[src/rtl/tm_rx_7seg9.sv]
// Receiver for the two-wire TM1640-style stream: synchronizes tm_clk/tm_din, decodes
// start/stop framing and LSB-first bytes, and rebuilds segment RAM, brightness and on flag.
module tm_rx_7seg9 #(
  parameter int DIGITS      = 9,
  parameter int SYNC_STAGES = 2
) (
  input  logic                  clk,
  input  logic                  rst,
  input  logic                  tm_clk,
  input  logic                  tm_din,
  output logic [8*DIGITS-1:0]   led_data_packed,
  output logic [2:0]            level,
  output logic                  on,
  output logic                  byte_valid,
  output logic [7:0]            rx_byte,
  output logic                  frame_done,
  output logic                  proto_err
);

  typedef enum logic [1:0] {IDLE, CMD, DATA, SKIP} state_t;

  state_t                 state_q;
  logic [SYNC_STAGES-1:0] clk_sync_q;
  logic [SYNC_STAGES-1:0] din_sync_q;
  logic                   sclk_h_q;
  logic                   sdin_h_q;
  logic [2:0]             cnt_q;
  logic [7:0]             shift_q;
  logic [3:0]             addr_q;
  logic                   fixed_q;
  logic [8*DIGITS-1:0]    shadow_q;
  logic [8*DIGITS-1:0]    led_q;
  logic [2:0]             level_q;
  logic                   on_q;
  logic                   byte_valid_q;
  logic [7:0]             rx_byte_q;
  logic                   frame_done_q;
  logic                   proto_err_q;

  logic       sclk;
  logic       sdin;
  logic       rise;
  logic       start_evt;
  logic       stop_evt;
  logic [7:0] byte_d;

  assign sclk = clk_sync_q[SYNC_STAGES-1];
  assign sdin = din_sync_q[SYNC_STAGES-1];

  // Start/stop need sclk high in both this and the previous cycle, so a data change
  // coinciding with a rising sclk is always treated as a bit sample instead.
  assign rise      = sclk & ~sclk_h_q;
  assign start_evt = sclk & sclk_h_q &  sdin_h_q & ~sdin;
  assign stop_evt  = sclk & sclk_h_q & ~sdin_h_q &  sdin;

  always_comb begin
    byte_d        = shift_q;
    byte_d[cnt_q] = sdin;
  end

  always_ff @(posedge clk or negedge rst) begin
    if (!rst) begin
      state_q      <= IDLE;
      clk_sync_q   <= '0;
      din_sync_q   <= '0;
      sclk_h_q     <= 1'b0;
      sdin_h_q     <= 1'b0;
      cnt_q        <= 3'd0;
      shift_q      <= 8'd0;
      addr_q       <= 4'd0;
      fixed_q      <= 1'b0;
      shadow_q     <= '0;
      led_q        <= '0;
      level_q      <= 3'd0;
      on_q         <= 1'b0;
      byte_valid_q <= 1'b0;
      rx_byte_q    <= 8'd0;
      frame_done_q <= 1'b0;
      proto_err_q  <= 1'b0;
    end else begin
      clk_sync_q   <= {clk_sync_q[SYNC_STAGES-2:0], tm_clk};
      din_sync_q   <= {din_sync_q[SYNC_STAGES-2:0], tm_din};
      sclk_h_q     <= sclk;
      sdin_h_q     <= sdin;
      byte_valid_q <= 1'b0;
      frame_done_q <= 1'b0;
      proto_err_q  <= 1'b0;

      if (stop_evt && state_q != IDLE) begin
        led_q        <= shadow_q;
        frame_done_q <= 1'b1;
        proto_err_q  <= (cnt_q != 3'd0);
        cnt_q        <= 3'd0;
        state_q      <= IDLE;
      end else if (start_evt) begin
        if (state_q != IDLE)
          proto_err_q <= (cnt_q != 3'd0);
        cnt_q   <= 3'd0;
        state_q <= CMD;
      end else if (rise && state_q != IDLE) begin
        shift_q <= byte_d;
        cnt_q   <= cnt_q + 3'd1;
        if (cnt_q == 3'd7) begin
          byte_valid_q <= 1'b1;
          rx_byte_q    <= byte_d;
          case (state_q)
            CMD: begin
              case (byte_d[7:6])
                2'b01: begin
                  fixed_q <= byte_d[2];
                  state_q <= SKIP;
                end
                2'b11: begin
                  addr_q  <= byte_d[3:0];
                  state_q <= DATA;
                end
                2'b10: begin
                  level_q <= byte_d[2:0];
                  on_q    <= byte_d[3];
                  state_q <= SKIP;
                end
                default: begin
                  proto_err_q <= 1'b1;
                  state_q     <= SKIP;
                end
              endcase
            end
            DATA: begin
              // Addresses at or beyond DIGITS match no slot and the byte is dropped.
              for (int k = 0; k < DIGITS; k++) begin
                if (addr_q == 4'(k))
                  shadow_q[8*k +: 8] <= byte_d;
              end
              if (!fixed_q)
                addr_q <= addr_q + 4'd1;
            end
            default: ;
          endcase
        end
      end
    end
  end

  assign led_data_packed = led_q;
  assign level           = level_q;
  assign on              = on_q;
  assign byte_valid      = byte_valid_q;
  assign rx_byte         = rx_byte_q;
  assign frame_done      = frame_done_q;
  assign proto_err       = proto_err_q;

endmodule
[config.mk]
export PLATFORM = sky130hd
export DESIGN_NAME = tm_rx_7seg9
export DESIGN_NICKNAME = d
export VERILOG_FILES = /design/src/rtl/tm_rx_7seg9.sv
export SDC_FILE = /design/constraint.sdc
export NUM_CORES = 1
export LEC_CHECK = 0
export BUFFER_PORTS_ARGS = -buffer_cell sky130_fd_sc_hd__buf_2
export CELL_PAD_IN_SITES_DETAIL_PLACEMENT = 2
export CELL_PAD_IN_SITES_GLOBAL_PLACEMENT = 2
export CORE_MARGIN = 1
export CORE_UTILIZATION = 41
export CTS_CLUSTER_SIZE = 25
export DETAILED_ROUTE_END_ITERATION = 6
export PLACE_DENSITY = 0.9
export SYNTH_ARGS = -nofsm -noshare
export SYNTH_HDL_FRONTEND = slang
export SYNTH_SLANG_ARGS = --single-unit
[constraint.sdc]
create_clock -name clk -period 2.65 [get_ports clk]
set_input_delay 0.3975 -clock clk [delete_from_list [all_inputs] [get_ports clk]]
set_output_delay 0.3975 -clock clk [all_outputs]
set_load 0.05 [all_outputs]
Word level (Yosys, flattened, before mapping)
Index checks and enable logic that the tools add are counted.
Cells by class
  $add $sub $neg: 2
  multipliers: 0
  divide/modulo/power cells: 0
  order comparisons: 2
  equal/unequal tests: 16
  shift-type cells: 0
  muxes and demuxes: 27
  bitwise gates (word level): 11
  reduce and logical (&&, ||, !) cells: 26
Operators by type and width (count)
  AND reduction 6 bit: 11
  == test 4 x 3 -> 1 bit (second input constant): 4
  two-way mux 1 bit: 14
  nonzero test 3 bit: 4
  two-way mux 2 bit: 5
  two-way mux 3 bit: 3
  bitwise mux 8 bit: 1
  == test 4 x 2 -> 1 bit (second input constant): 2
  two-way mux 4 bit: 2
  one-hot mux 4 bit (2 select lines): 1
  AND reduction 7 bit: 1
  bitwise AND 1 bit: 6
  == test 2 bit (second input constant): 3
  AND reduction 3 bit: 2
  inverter 1 bit: 5
  adder 4 x 1 -> 4 bit (second input constant): 1
  == test 2 x 1 -> 1 bit (second input constant): 2
  == test 4 x 1 -> 1 bit (second input constant): 1
  == test 4 bit (second input constant): 1
  logical NOT 4 bit: 1
  less-than comparator 3 x 4 -> 1 bit (second input constant): 1
  != test 2 bit (second input constant): 2
  AND reduction 4 bit: 1
  nonzero test 2 bit: 2
  other kinds (6): 8
Storage, ports and cells
  flip-flop bits (word level): 183
  bits in latches: 0
  memory bits (writable): 0
  bits in read-only memories: 0
  bits of input ports: 4
  output and inout bits: 87
  logic and storage cells: 109
  memories kept: 0

Logic depth before layout (Yosys ltp)
Gate-level depths: netlist of run 1.
  depth in word-level cells: 13
  mapped depth: 7
  gate-level depth less buffers: 6

Worst setup path before layout of run 1
Ideal clock, no wire load.
  path kind: register -> register
  start point: reg cnt_q[0]
  end point: reg level_q[0], in the netlist level[0]
  setup time: 125 ps
  data arrival time: 1739 ps
  required time: 2525 ps
  setup slack: 786 ps
  stages on the path, launching flop included: 7
  buffers on the path: 0
  path through: dfrtp_1 -> ha_1 -> ha_1 -> nand3b_4 -> nor3b_1 -> nand3_1 -> mux2_2
Between the ends
  longest elaborated chain between the ends: 7
  elaborated cells on any way between the ends: 9
  those cells by class: order compare (2); eq/ne (2); mux (3); reduce/logical (2)
RTL lines
  from (decl): RTL line 27  | logic [2:0] cnt_q;
  from (signal assigned): RTL line 102  | cnt_q <= cnt_q + 3'd1;
  less-than comparator 3 x 4 -> 1 bit (implied by the code) or greater-or-equal comparator 3 x 1 -> 1 bit (tied branches): RTL line 58  | byte_d[cnt_q] = sdin;
  logical AND 1 bit (implied by the code): RTL line 58
  two-way mux 1 bit (implied by the code): RTL line 58
  demux 1 bit (select 3 bit): RTL line 58
  bitwise mux 8 bit: RTL line 58
  == test 2 bit: RTL line 108  | case (byte_d[7:6])
  AND reduction 6 bit (no source line)
  to (signal assigned): RTL line 118  | level_q <= byte_d[2:0];
  to (decl): RTL line 33  | logic [2:0] level_q;
Several ways; a longest one is shown, not always the timed one.
A chain may end at the register's enable or synchronous reset.

Worst setup path after layout of run 1
  start point: reg cnt_q[0]
  end point: reg shadow_q[14]
Between the ends
  longest elaborated chain between the ends: 5
  elaborated cells on any way between the ends: 8
  those cells by class: order compare (2); eq/ne (1); mux (3); reduce/logical (2)
RTL lines
  less-than comparator 3 x 4 -> 1 bit (implied by the code) or greater-or-equal comparator 3 x 1 -> 1 bit (tied branches): RTL line 58
  logical AND 1 bit (implied by the code): RTL line 58
  two-way mux 1 bit (implied by the code): RTL line 58
  demux 1 bit (select 3 bit): RTL line 58
  bitwise mux 8 bit: RTL line 58
  to (signal, indexed assignment): RTL line 132  | shadow_q[8*k +: 8] <= byte_d;
  to (decl): RTL line 31  | logic [8*DIGITS-1:0] shadow_q;
Several ways; a longest one is shown, not always the timed one.

==> results of run 1 <==
## cell type report
class                      count  share of cell area [%]
sequential                   183                   52.57
multi-input combinational    272                   29.85
timing repair buffer         101                   6.650
clock buffer                  21                   5.401
tap                          225                   3.232
clock inverter                11                   1.953
inverter                       8                  0.3447
## sequential cells by signal (all words and copies together) (netlist names), 2 cells and up
| register | count |
|---|---|
| state_q | 2 |
| clk_sync_q | 2 |
| din_sync_q | 2 |
| rx_byte | 8 |
| led_data_packed | 72 |
| addr_q | 4 |
| cnt_q | 3 |
| level | 3 |
| shift_q | 8 |
| shadow_q | 72 |
## kinds of logic (layout without fill, tap and decap cells)
family,Yosys count,count (layout),share of synthesized area (%)
flops,183,183,62.62
mux,168,168,25.78
simple gates,66,66,5.663
compound gates,31,31,2.909
buf+inv,31,141,1.831
fa+ha+maj,7,7,1.198
## power by group through the flow
| stage | logic, mW | clock network [mW] | registers, mW |
|---|---|---|---|
| 2_1_floorplan | 0.488 | 0 | 3.03 |
| 3_3_place_gp | 0.801 | 0 | 3.03 |
| 3_5_place_dp | 0.851 | 0 | 3.05 |
| 4_1_cts | 0.890 | 2.80 | 3.01 |
| 5_1_grt | 0.936 | 2.88 | 3.03 |
| 6_report | 0.881 | 2.75 | 3.01 |
## worst max-delay path by stage
stage               startpoint           end  slack (ns)  depth (start not counted)
detailed placement    cnt_q[0]  shadow_q[14]        0.20                          6
global placement      cnt_q[0]   shadow_q[6]        0.45                          6
floorplan             cnt_q[0]      level[0]        0.79                          6
finish                cnt_q[0]  shadow_q[14]        0.12                          6
global route          cnt_q[0]  shadow_q[14]      0.0008                          6
CTS                   cnt_q[0]  shadow_q[14]        0.11                          6
## stage by stage
stage               hold WS [ns]  area (µm²)
floorplan                 0.1019        7313
global placement          0.3459        8060
detailed placement        0.3426        8060
CTS                      0.05123        8711
global route             0.05684        8711
finish                   0.06686        8711
## worst max-delay path, cell delays in order, from the launching register on
cell                       delay (ns)
sky130_fd_sc_hd__dfrtp_1         0.60
sky130_fd_sc_hd__ha_1            0.24
sky130_fd_sc_hd__ha_1            0.22
sky130_fd_sc_hd__nand3b_4        0.18
sky130_fd_sc_hd__nor4_4          0.47
sky130_fd_sc_hd__nand2_2         0.27
sky130_fd_sc_hd__mux2_1          0.42
## placed cells by master (no fill, tap or decap), types with 2 or more instances in the layout
cell	Yosys	routed
sky130_fd_sc_hd__a211oi_1	2	2
sky130_fd_sc_hd__nand3_1	7	7
sky130_fd_sc_hd__mux2i_1	5	5
sky130_fd_sc_hd__buf_4	0	7
sky130_fd_sc_hd__buf_12	0	3
sky130_fd_sc_hd__o21ai_0	6	6
sky130_fd_sc_hd__clkbuf_16	0	17
sky130_fd_sc_hd__mux2_1	4	4
sky130_fd_sc_hd__mux2_2	159	159
sky130_fd_sc_hd__nor4_4	3	3
sky130_fd_sc_hd__nor2_1	10	10
sky130_fd_sc_hd__a21oi_1	7	7
sky130_fd_sc_hd__dfrtp_1	183	183
sky130_fd_sc_hd__nand2b_1	2	2
sky130_fd_sc_hd__clkinv_2	0	2
sky130_fd_sc_hd__nand2_2	8	8
sky130_fd_sc_hd__clkinvlp_4	0	3
sky130_fd_sc_hd__o31ai_1	2	2
sky130_fd_sc_hd__nand2_1	18	18
sky130_fd_sc_hd__nand3b_1	4	4
sky130_fd_sc_hd__nor3b_1	4	4
sky130_fd_sc_hd__inv_1	8	8
sky130_fd_sc_hd__buf_2	14	89
sky130_fd_sc_hd__ha_1	7	7
sky130_fd_sc_hd__o211a_1	2	2
sky130_fd_sc_hd__clkbuf_8	0	3
sky130_fd_sc_hd__nor3_1	3	3
sky130_fd_sc_hd__bufinv_16	0	4
sky130_fd_sc_hd__o211ai_1	5	5
## metal layers
layer	track usage (%)	up-vias
met3	3.666	44
li1	-	1912
met1	29.22	2412
met5	0	-
met2	43.99	96
met4	11.11	0
==> results.sh, run 1 <==
export IMPL_detailroute_via_count=4464
export IMPL_wl_per_cell_um=25.52
export IMPL_timing_hold_worst_path_depth=1
export IMPL_max_slew_worst_pin_slew_ns=0.8420
export IMPL_setup_total_negative_slack_ns=0
export IMPL_power_ir_vdd_worst_uv=403.5
export IMPL_num_antenna_cells=0
export IMPL_cts_resized=0
export IMPL_syn_to_final_growth_pct=19.11
export IMPL_number_of_antenna_violating_nets_in_the_routed_design=0
export IMPL_placedCellCount=788
export IMPL_tritoncts_num_buffers=17
export IMPL_r2r_end="shadow_q[14]"
export IMPL_num_io_pins=91
export IMPL_area_of_all_sequential_standard_cells_um2=4579
export IMPL_worstSetupStartpointType="flip-flop"
export IMPL_netlist_area_leader_share_pct=62.62
export IMPL_clk_sink_count=183
export IMPL_synth_commonest_cells="sky130_fd_sc_hd__dfrtp_1, sky130_fd_sc_hd__mux2_2, sky130_fd_sc_hd__nand2_1"
export IMPL_number_of_enable_flip_flop_cells_after_synthesis=0
export IMPL_min_delay_start="tm_din"
export IMPL_final_worst_setup_slack_ns=0.1178
export IMPL_track_usage_pct=24.65
export IMPL_cp_required_ns=2.94
export IMPL_drv_slew=0
export IMPL_tritoncts="done"
export IMPL_synth_flop_cell="sky130_fd_sc_hd__dfrtp_1"
export IMPL_die_h_um=135.6
export IMPL_grt_remaining_overflow=0
export IMPL_synthTopCellsByArea="sky130_fd_sc_hd__dfrtp_1, sky130_fd_sc_hd__mux2_2, sky130_fd_sc_hd__ha_1, sky130_fd_sc_hd__buf_2, sky130_fd_sc_hd__nand2_1"
export IMPL_cts_max_path_buffers=2
export IMPL_timing_final_crit_period_ns=2.532
export IMPL_sequential_share_of_power_pct=45.4
export IMPL_regToRegStartpoint="cnt_q[0]"
export IMPL_hpwl_um=13060
export IMPL_global_route_wire_length_before_repair_um=32880
export IMPL_clock_fmax_ghz=0.3949
export IMPL_hold_viol=0
export IMPL_nNetsFinal=594
export IMPL_syn_cell_area_um2=7313
export IMPL_met2WireLength_um=11130
export IMPL_timing_max_slew_rel_slack_pct=43.62
export IMPL_multiInputGateArea_um2=2600
export IMPL_detailedRoute_firstIterationViolations=142
export IMPL_met1Wirelength_um=8740
export IMPL_finalSetupViolCount=0
export IMPL_io_buffers=90
export IMPL_core_rowCount=48
export IMPL_clkLatencyLatePin_ns=0.43
export IMPL_grt_start_max_net_pins=85
export IMPL_preCtsSetupSlack_ns=0.1984
export IMPL_num_fill_cells=1601
export IMPL_p_comb_share_pct=13.3
export IMPL_cts_setup_buffers=0
export IMPL_worst_setup_path_type="flip-flop to flip-flop"
export IMPL_fin_crit_sh_pct=95.56
export IMPL_die_area_um2=18380
export IMPL_vias_per_cell=5.437
export IMPL_final_instance_count_excl_fill=821
export IMPL_power_share_switching_pct=28.17
export IMPL_outcome="finished, final reports clean"
export IMPL_totalWireLength_um=20960
export IMPL_htreeDepth=4
export IMPL_highest_signal_layer="met4"
export IMPL_synth_ff_latch_count=183
export IMPL_floorplan_die_width_um=135.6
export IMPL_netlist_top_cell_by_area="sky130_fd_sc_hd__dfrtp_1"
export IMPL_number_of_antenna_violations_at_the_first_check_in_global_routing=0
export IMPL_drive_gt1_share_pct=51.34
export IMPL_post_layout_total_power_mw=6.637
export IMPL_grt_setup_unrepaired="no"
export IMPL_yosysWarnings=0
export IMPL_drt_drc_violations_left=0
export IMPL_synth_net_count=497
export IMPL_r2r_setup_slack_ns=0.12
export IMPL_clk_pin_slew_worst_paths_ns=0.07
export IMPL_leakage_nw=4.689
export IMPL_share_of_synthesized_area_occupied_by_flip_flops_and_latches_pct=62.62
export IMPL_total_switching_power_mw=1.869
export IMPL_postLayoutCoreUtil_pct=50.19
export IMPL_core_region_area_um2=17360
export IMPL_fin_skew_ns=0.009376
export IMPL_share_clk_of_total_power_pct=41.4
export IMPL_gp_routability_congestion=0.8078
export IMPL_first_global_vias=5356
export IMPL_synth_cells=486
export IMPL_yosys_cell_types_count=37
export IMPL_endpoint_kind="flip-flop"
export IMPL_register_to_register_path_depth=6
export IMPL_detailroute_wirelength_met3_um=482
export IMPL_initial_utilization_pct=42.14
export IMPL_cts_root_buffer="sky130_fd_sc_hd__clkbuf_16"
export IMPL_most_frequent_cell_after_synthesis="sky130_fd_sc_hd__dfrtp_1"
export IMPL_syn_area_per_cell_um2=15.05
export IMPL_cts_hold_buf=1
export IMPL_detailed_router_iteration_count_before_antenna_repair=4
export IMPL_worst_path_max_fanout=13
export IMPL_async_flop_share_pct=100.0
export IMPL_drv_cap=0
export IMPL_intPower_mw=4.768
export IMPL_timing_hold_worst_class="input port to flip-flop"
export IMPL_powerDensity_nw_per_um2=762.0
export IMPL_cp_data_arrival_time_ns=2.83
export IMPL_min_to="din_sync_q[0]"
Note: power is estimated with default switching activity, not from simulation.
==> inputs of run 2 (changes only) <==
RECOVER_POWER = 50   (was default)
==> results.sh, run 2 (synthesis gave the netlist of run 1 again) <==
export IMPL_first_global_vias=5356
export IMPL_number_of_antenna_violating_nets_in_the_routed_design=0
export IMPL_num_antenna_cells=0
export IMPL_fin_crit_sh_pct=96.04
export IMPL_clk_pin_slew_worst_paths_ns=0.07
export IMPL_tritoncts_num_buffers=17
export IMPL_track_usage_pct=24.65
export IMPL_power_ir_vdd_worst_uv=402.2
export IMPL_core_region_area_um2=17360
export IMPL_outcome="finished, final reports clean"
export IMPL_wl_per_cell_um=25.48
export IMPL_drv_slew=0
export IMPL_setup_total_negative_slack_ns=0
export IMPL_detailedRoute_firstIterationViolations=156
export IMPL_gp_routability_congestion=0.8078
export IMPL_number_of_antenna_violations_at_the_first_check_in_global_routing=0
export IMPL_grt_util_met1_pct=29.22
export IMPL_hold_viol=0
export IMPL_die_h_um=135.6
export IMPL_endpoint_kind="flip-flop"
export IMPL_leakage_nw=4.519
export IMPL_worstSetupStartpointType="flip-flop"
export IMPL_nNetsFinal=594
export IMPL_crit_path_cell_trace="ha_1 -> ha_1 -> nand3b_4 -> nor4_4 -> nand2_2 -> mux2_1"
export IMPL_worst_hold_slack_ns=0.06776
export IMPL_timing_hold_worst_class="input port to flip-flop"
export IMPL_cts_setup_buffers=0
export IMPL_use_met2_pct=43.99
export IMPL_clkLatencyLatePin_ns=0.43
export IMPL_final_common_cell="sky130_fd_sc_hd__dfrtp_1"
export IMPL_io_buffers=90
export IMPL_cts_resized=0
export IMPL_grt_remaining_overflow=0
export IMPL_vias_per_cell=5.447
export IMPL_drv_cap=0
export IMPL_num_fill_cells=1626
export IMPL_cp_required_ns=2.94
export IMPL_syn_to_final_growth_pct=18.22
export IMPL_timing_max_slew_rel_slack_pct=19.75
export IMPL_grt_setup_unrepaired="no"
export IMPL_totalWireLength_um=20920
export IMPL_detailroute_via_count=4472
export IMPL_detailed_router_iteration_count_before_antenna_repair=4
export IMPL_worst_path_max_fanout=13
export IMPL_clock_fmax_ghz=0.3929
export IMPL_cpMaxStageDelayCell="sky130_fd_sc_hd__dfrtp_1"
export IMPL_cts_max_path_buffers=2
export IMPL_clk_sink_count=183
export IMPL_hpwl_um=13060
export IMPL_num_io_pins=91
export IMPL_cp_data_arrival_time_ns=2.84
export IMPL_crit_path_max_incr_delay_ns=0.61
export IMPL_grt_start_max_net_pins=85
export IMPL_finalSetupViolCount=0
export IMPL_fin_skew_ns=0.009876
export IMPL_die_area_um2=18380
export IMPL_worst_setup_path_type="flip-flop to flip-flop"
export IMPL_drive_gt1_share_pct=45.13
export IMPL_floorplan_die_width_um=135.6
export IMPL_core_rowCount=48
export IMPL_powerDensity_nw_per_um2=767.1
export IMPL_initial_utilization_pct=42.14
export IMPL_timing_final_crit_period_ns=2.545
export IMPL_cpMostUsedCell="sky130_fd_sc_hd__ha_1"
export IMPL_layout_cells_most_common_list="sky130_fd_sc_hd__dfrtp_1, sky130_fd_sc_hd__mux2_2, sky130_fd_sc_hd__buf_2"
export IMPL_htreeDepth=4
export IMPL_groute_layer_met3_usage_pct=3.666
export IMPL_tritoncts="done"
export IMPL_top_usage_layer="met2"
export IMPL_cts_root_buffer="sky130_fd_sc_hd__clkbuf_16"
export IMPL_drt_drc_violations_left=0
export IMPL_global_route_wire_length_before_repair_um=32880
export IMPL_max_slew_worst_pin_slew_ns=1.204
-- run 2: changes by cell type in the layout (fill, tap and decap cells not counted) --
| cell | delta |
|---|---|
| sky130_fd_sc_hd__buf_2 | -37 |
| sky130_fd_sc_hd__clkbuf_2 | +1 |
| sky130_fd_sc_hd__buf_6 | -1 |
| sky130_fd_sc_hd__clkbuf_4 | +1 |
| sky130_fd_sc_hd__buf_12 | -1 |
| sky130_fd_sc_hd__clkbuf_1 | +37 |
-- run 2: report_power, final --
| group | total [mW] | internal (mW) | switching [mW] |
|---|---|---|---|
| clock | 2.74 | 1.66 | 1.09 |
| combinational | 0.876 | 0.230 | 0.646 |
| sequential | 3.01 | 2.88 | 0.133 |
-- run 2: worst max-delay path: cells and delay by family (launching register included) --
kind	cells	cell delay, ns
simple gates	3	0.92
flops	1	0.61
fa+ha+maj	2	0.46
mux	1	0.42
-- run 2: layer usage --
layer | share of wire [%] | wire [µm]
met2 | 54 | 11230
met4 | 2.9 | 597
met1 | 41 | 8554
met3 | 2.5 | 528
met5 | 0 | 0
-- run 2: timing repair --
item | in CTS | in global routing
setup endpoints to repair | 0 | 0
endpoints found under the hold margin | 40 | 0
hold buffers | 1 | 0
-- run 2: layout make-up --
cell class | instances | area (µm²) | area share (%)
clock inverters | 11 | 170.2 | 1.968
multi-input cells | 272 | 2600 | 30.07
well taps | 225 | 281.5 | 3.256
repair buffers | 101 | 514.2 | 5.948
flip-flops and latches | 183 | 4579 | 52.97
inverters | 8 | 30.03 | 0.3473
clock buffers | 21 | 470.5 | 5.441
-- run 2: path summary, 6_finish.rpt --
| check | startpoint | endpoint | slack (ns) | cells past startpoint |
|---|---|---|---|---|
| max in group asynchronous | rst | shift_q[0] | 0.35 | 3 |
| setup / recovery | cnt_q[0] | shadow_q[14] | 0.10 | 6 |
| setup reg to reg | cnt_q[0] | shadow_q[14] | 0.10 | 6 |
| hold / removal | tm_din | din_sync_q[0] | 0.07 | 1 |
| min in group asynchronous | rst | shadow_q[49] | 0.77 | 2 |
| hold reg to reg | din_sync_q[0] | din_sync_q[1] | 0.36 | 0 |
-- run 2: per-stage QoR --
| step | area, µm² | setup WS, ns | power [mW] | util, % | cells |
|---|---|---|---|---|---|
| 2_1_floorplan | 7313 | 0.7864 | 3.518 | - | 486 |
| 3_3_place_gp | 8060 | 0.4519 | 3.833 | 46.44 | 788 |
| 3_5_place_dp | 8060 | 0.1984 | 3.899 | 46.44 | 788 |
| 4_1_cts | 8711 | 0.1136 | 6.695 | 50.19 | 821 |
| 5_1_grt | 8646 | 0.0007971 | 6.832 | 49.81 | 821 |
| 6_report | 8646 | 0.1049 | 6.632 | 49.81 | 821 |
==> inputs of run 3 (changes only) <==
==> constraint.sdc (replaced) <==
create_clock -name clk -period 2.7 [get_ports clk]
set_input_delay 0.54 -clock clk [delete_from_list [all_inputs] [get_ports clk]]
set_output_delay 0.54 -clock clk [all_outputs]
set_load 0.05 [all_outputs]
==> results.sh, run 3 (synthesis gave the netlist of run 1 again) <==
export IMPL_outcome="finished, final reports clean"
export IMPL_setup_total_negative_slack_ns=0
export IMPL_clk_sink_count=183
export IMPL_number_of_antenna_violations_at_the_first_check_in_global_routing=0
export IMPL_layout_cells_most_common_list="sky130_fd_sc_hd__dfrtp_1, sky130_fd_sc_hd__mux2_2, sky130_fd_sc_hd__buf_2"
export IMPL_vias_per_cell=5.417
export IMPL_drive_gt1_share_pct=44.75
export IMPL_area_of_all_sequential_standard_cells_um2=4579
export IMPL_first_global_vias=5233
export IMPL_cp_data_arrival_time_ns=2.76
export IMPL_clock_fmax_ghz=0.4084
export IMPL_final_worst_setup_slack_ns=0.2514
export IMPL_clk_pin_slew_worst_paths_ns=0.06
export IMPL_worst_hold_slack_ns=0.2116
export IMPL_floorplan_die_width_um=135.6
export IMPL_drv_cap=0
export IMPL_cp_required_ns=3.01
export IMPL_core_rowCount=48
export IMPL_detailroute_via_count=4415
export IMPL_drv_slew=0
export IMPL_fin_skew_ns=0.009213
export IMPL_gp_routability_congestion=0.7915
export IMPL_hold_viol=0
export IMPL_num_fill_cells=1624
export IMPL_worstSetupStartpointType="flip-flop"
export IMPL_grt_setup_unrepaired="no"
export IMPL_drt_drc_violations_left=0
export IMPL_initial_utilization_pct=42.14
export IMPL_number_of_antenna_violating_nets_in_the_routed_design=0
export IMPL_cts_hold_buf=0
export IMPL_powerDensity_nw_per_um2=715.8
export IMPL_finalSetupViolCount=0
export IMPL_totalWireLength_um=20100
export IMPL_cts_setup_buffers=0
export IMPL_groute_layer_met3_usage_pct=3.292
export IMPL_cts_root_buffer="sky130_fd_sc_hd__clkbuf_16"
export IMPL_hpwl_um=12900
export IMPL_global_route_wire_length_before_repair_um=31440
export IMPL_syn_to_final_growth_pct=16.41
export IMPL_die_area_um2=18380
export IMPL_final_common_cell="sky130_fd_sc_hd__dfrtp_1"
export IMPL_cts_max_path_buffers=2
export IMPL_io_buffers=90
export IMPL_detailedRoute_firstIterationViolations=209
export IMPL_post_layout_total_power_mw=6.094
export IMPL_preCtsSetupSlack_ns=0.3427
export IMPL_top_usage_layer="met2"
export IMPL_max_slew_worst_pin_slew_ns=1.429
export IMPL_cts_resized=0
export IMPL_endpoint_kind="flip-flop"
export IMPL_timing_hold_worst_class="input port to flip-flop"
export IMPL_worst_path_max_fanout=13
export IMPL_multiInputGateArea_um2=2600
export IMPL_detailed_router_iteration_count_before_antenna_repair=4
export IMPL_tritoncts_num_buffers=17
export IMPL_postLayoutCoreUtil_pct=49.05
export IMPL_num_io_pins=91
export IMPL_worst_setup_path_type="flip-flop to flip-flop"
export IMPL_power_ir_vdd_worst_uv=463.0
export IMPL_wl_per_cell_um=24.66
export IMPL_nNetsFinal=594
export IMPL_htreeDepth=4
export IMPL_core_region_area_um2=17360
export IMPL_fin_crit_sh_pct=90.69
export IMPL_num_antenna_cells=0
export IMPL_grt_remaining_overflow=0
export IMPL_die_h_um=135.6
export IMPL_track_usage_pct=23.79
export IMPL_tritoncts="done"
export IMPL_timing_max_slew_rel_slack_pct=4.762
export IMPL_grt_util_met1_pct=27.29
export IMPL_timing_final_crit_period_ns=2.449
export IMPL_leakage_nw=4.466
export IMPL_grt_start_max_net_pins=74
export IMPL_clkLatencyLatePin_ns=0.43
export IMPL_use_met2_pct=43.68
run 3: changes by cell type in the layout (fill, tap and decap cells not counted), sizes merged:
| cell | delta |
|---|---|
| clkinv | -2 |
| buf | +1 |
| dlygate4sd3 | -1 |
| clkbuf | +1 |
| bufinv | -3 |
| inv | -1 |
| clkinvlp | -1 |
run 3: path summary, 6_finish.rpt:
check	depth (start not counted)	slack, ns	endpoint	from
max	6	0.25	shadow_q[14]	cnt_q[0]
min	1	0.21	clk_sync_q[0]	tm_clk
max reg2reg	6	0.25	shadow_q[14]	cnt_q[0]
min reg2reg	0	0.36	din_sync_q[1]	din_sync_q[0]
max in group asynchronous	2	0.47	level[2]	rst
min in group asynchronous	1	0.43	led_data_packed[43]	rst
run 3: power breakdown:
group	switching [mW]	leakage, nW	total, mW	internal (mW)
clock network	0.986	0.252	2.30	1.31
logic	0.622	1.69	0.842	0.220
registers	0.129	2.53	2.96	2.83
total	1.74	4.47	6.09	4.36
run 3: layout make-up:
type	instances	share of cell area [%]
flip-flops and latches	183	53.79
clock buffers	22	5.570
clock inverters	4	0.5879
inverters	8	0.3527
repair buffers	101	5.850
well taps	225	3.307
multi-input cells	272	30.54
run 3: per-layer routing:
metal	up-vias	part of all wire, %
li1	1908	-
met5	-	0
met2	84	56
met3	32	3.1
met4	0	2.0
met1	2391	39
run 3: through the flow:
step	instances	instance area (µm²)
final	815	8513
after global routing	815	8513
after CTS	815	8592
after detailed placement	789	8068
after global placement	789	8068
after floorplan	486	7313
run 3: worst max-delay path: stages (launching register included):
cell and delay [ns]:
sky130_fd_sc_hd__dfrtp_1 0.60, sky130_fd_sc_hd__ha_1 0.22, sky130_fd_sc_hd__ha_1 0.21, sky130_fd_sc_hd__nand3b_4 0.17
sky130_fd_sc_hd__nor4_4 0.46, sky130_fd_sc_hd__nand2_2 0.27, sky130_fd_sc_hd__mux2_1 0.39
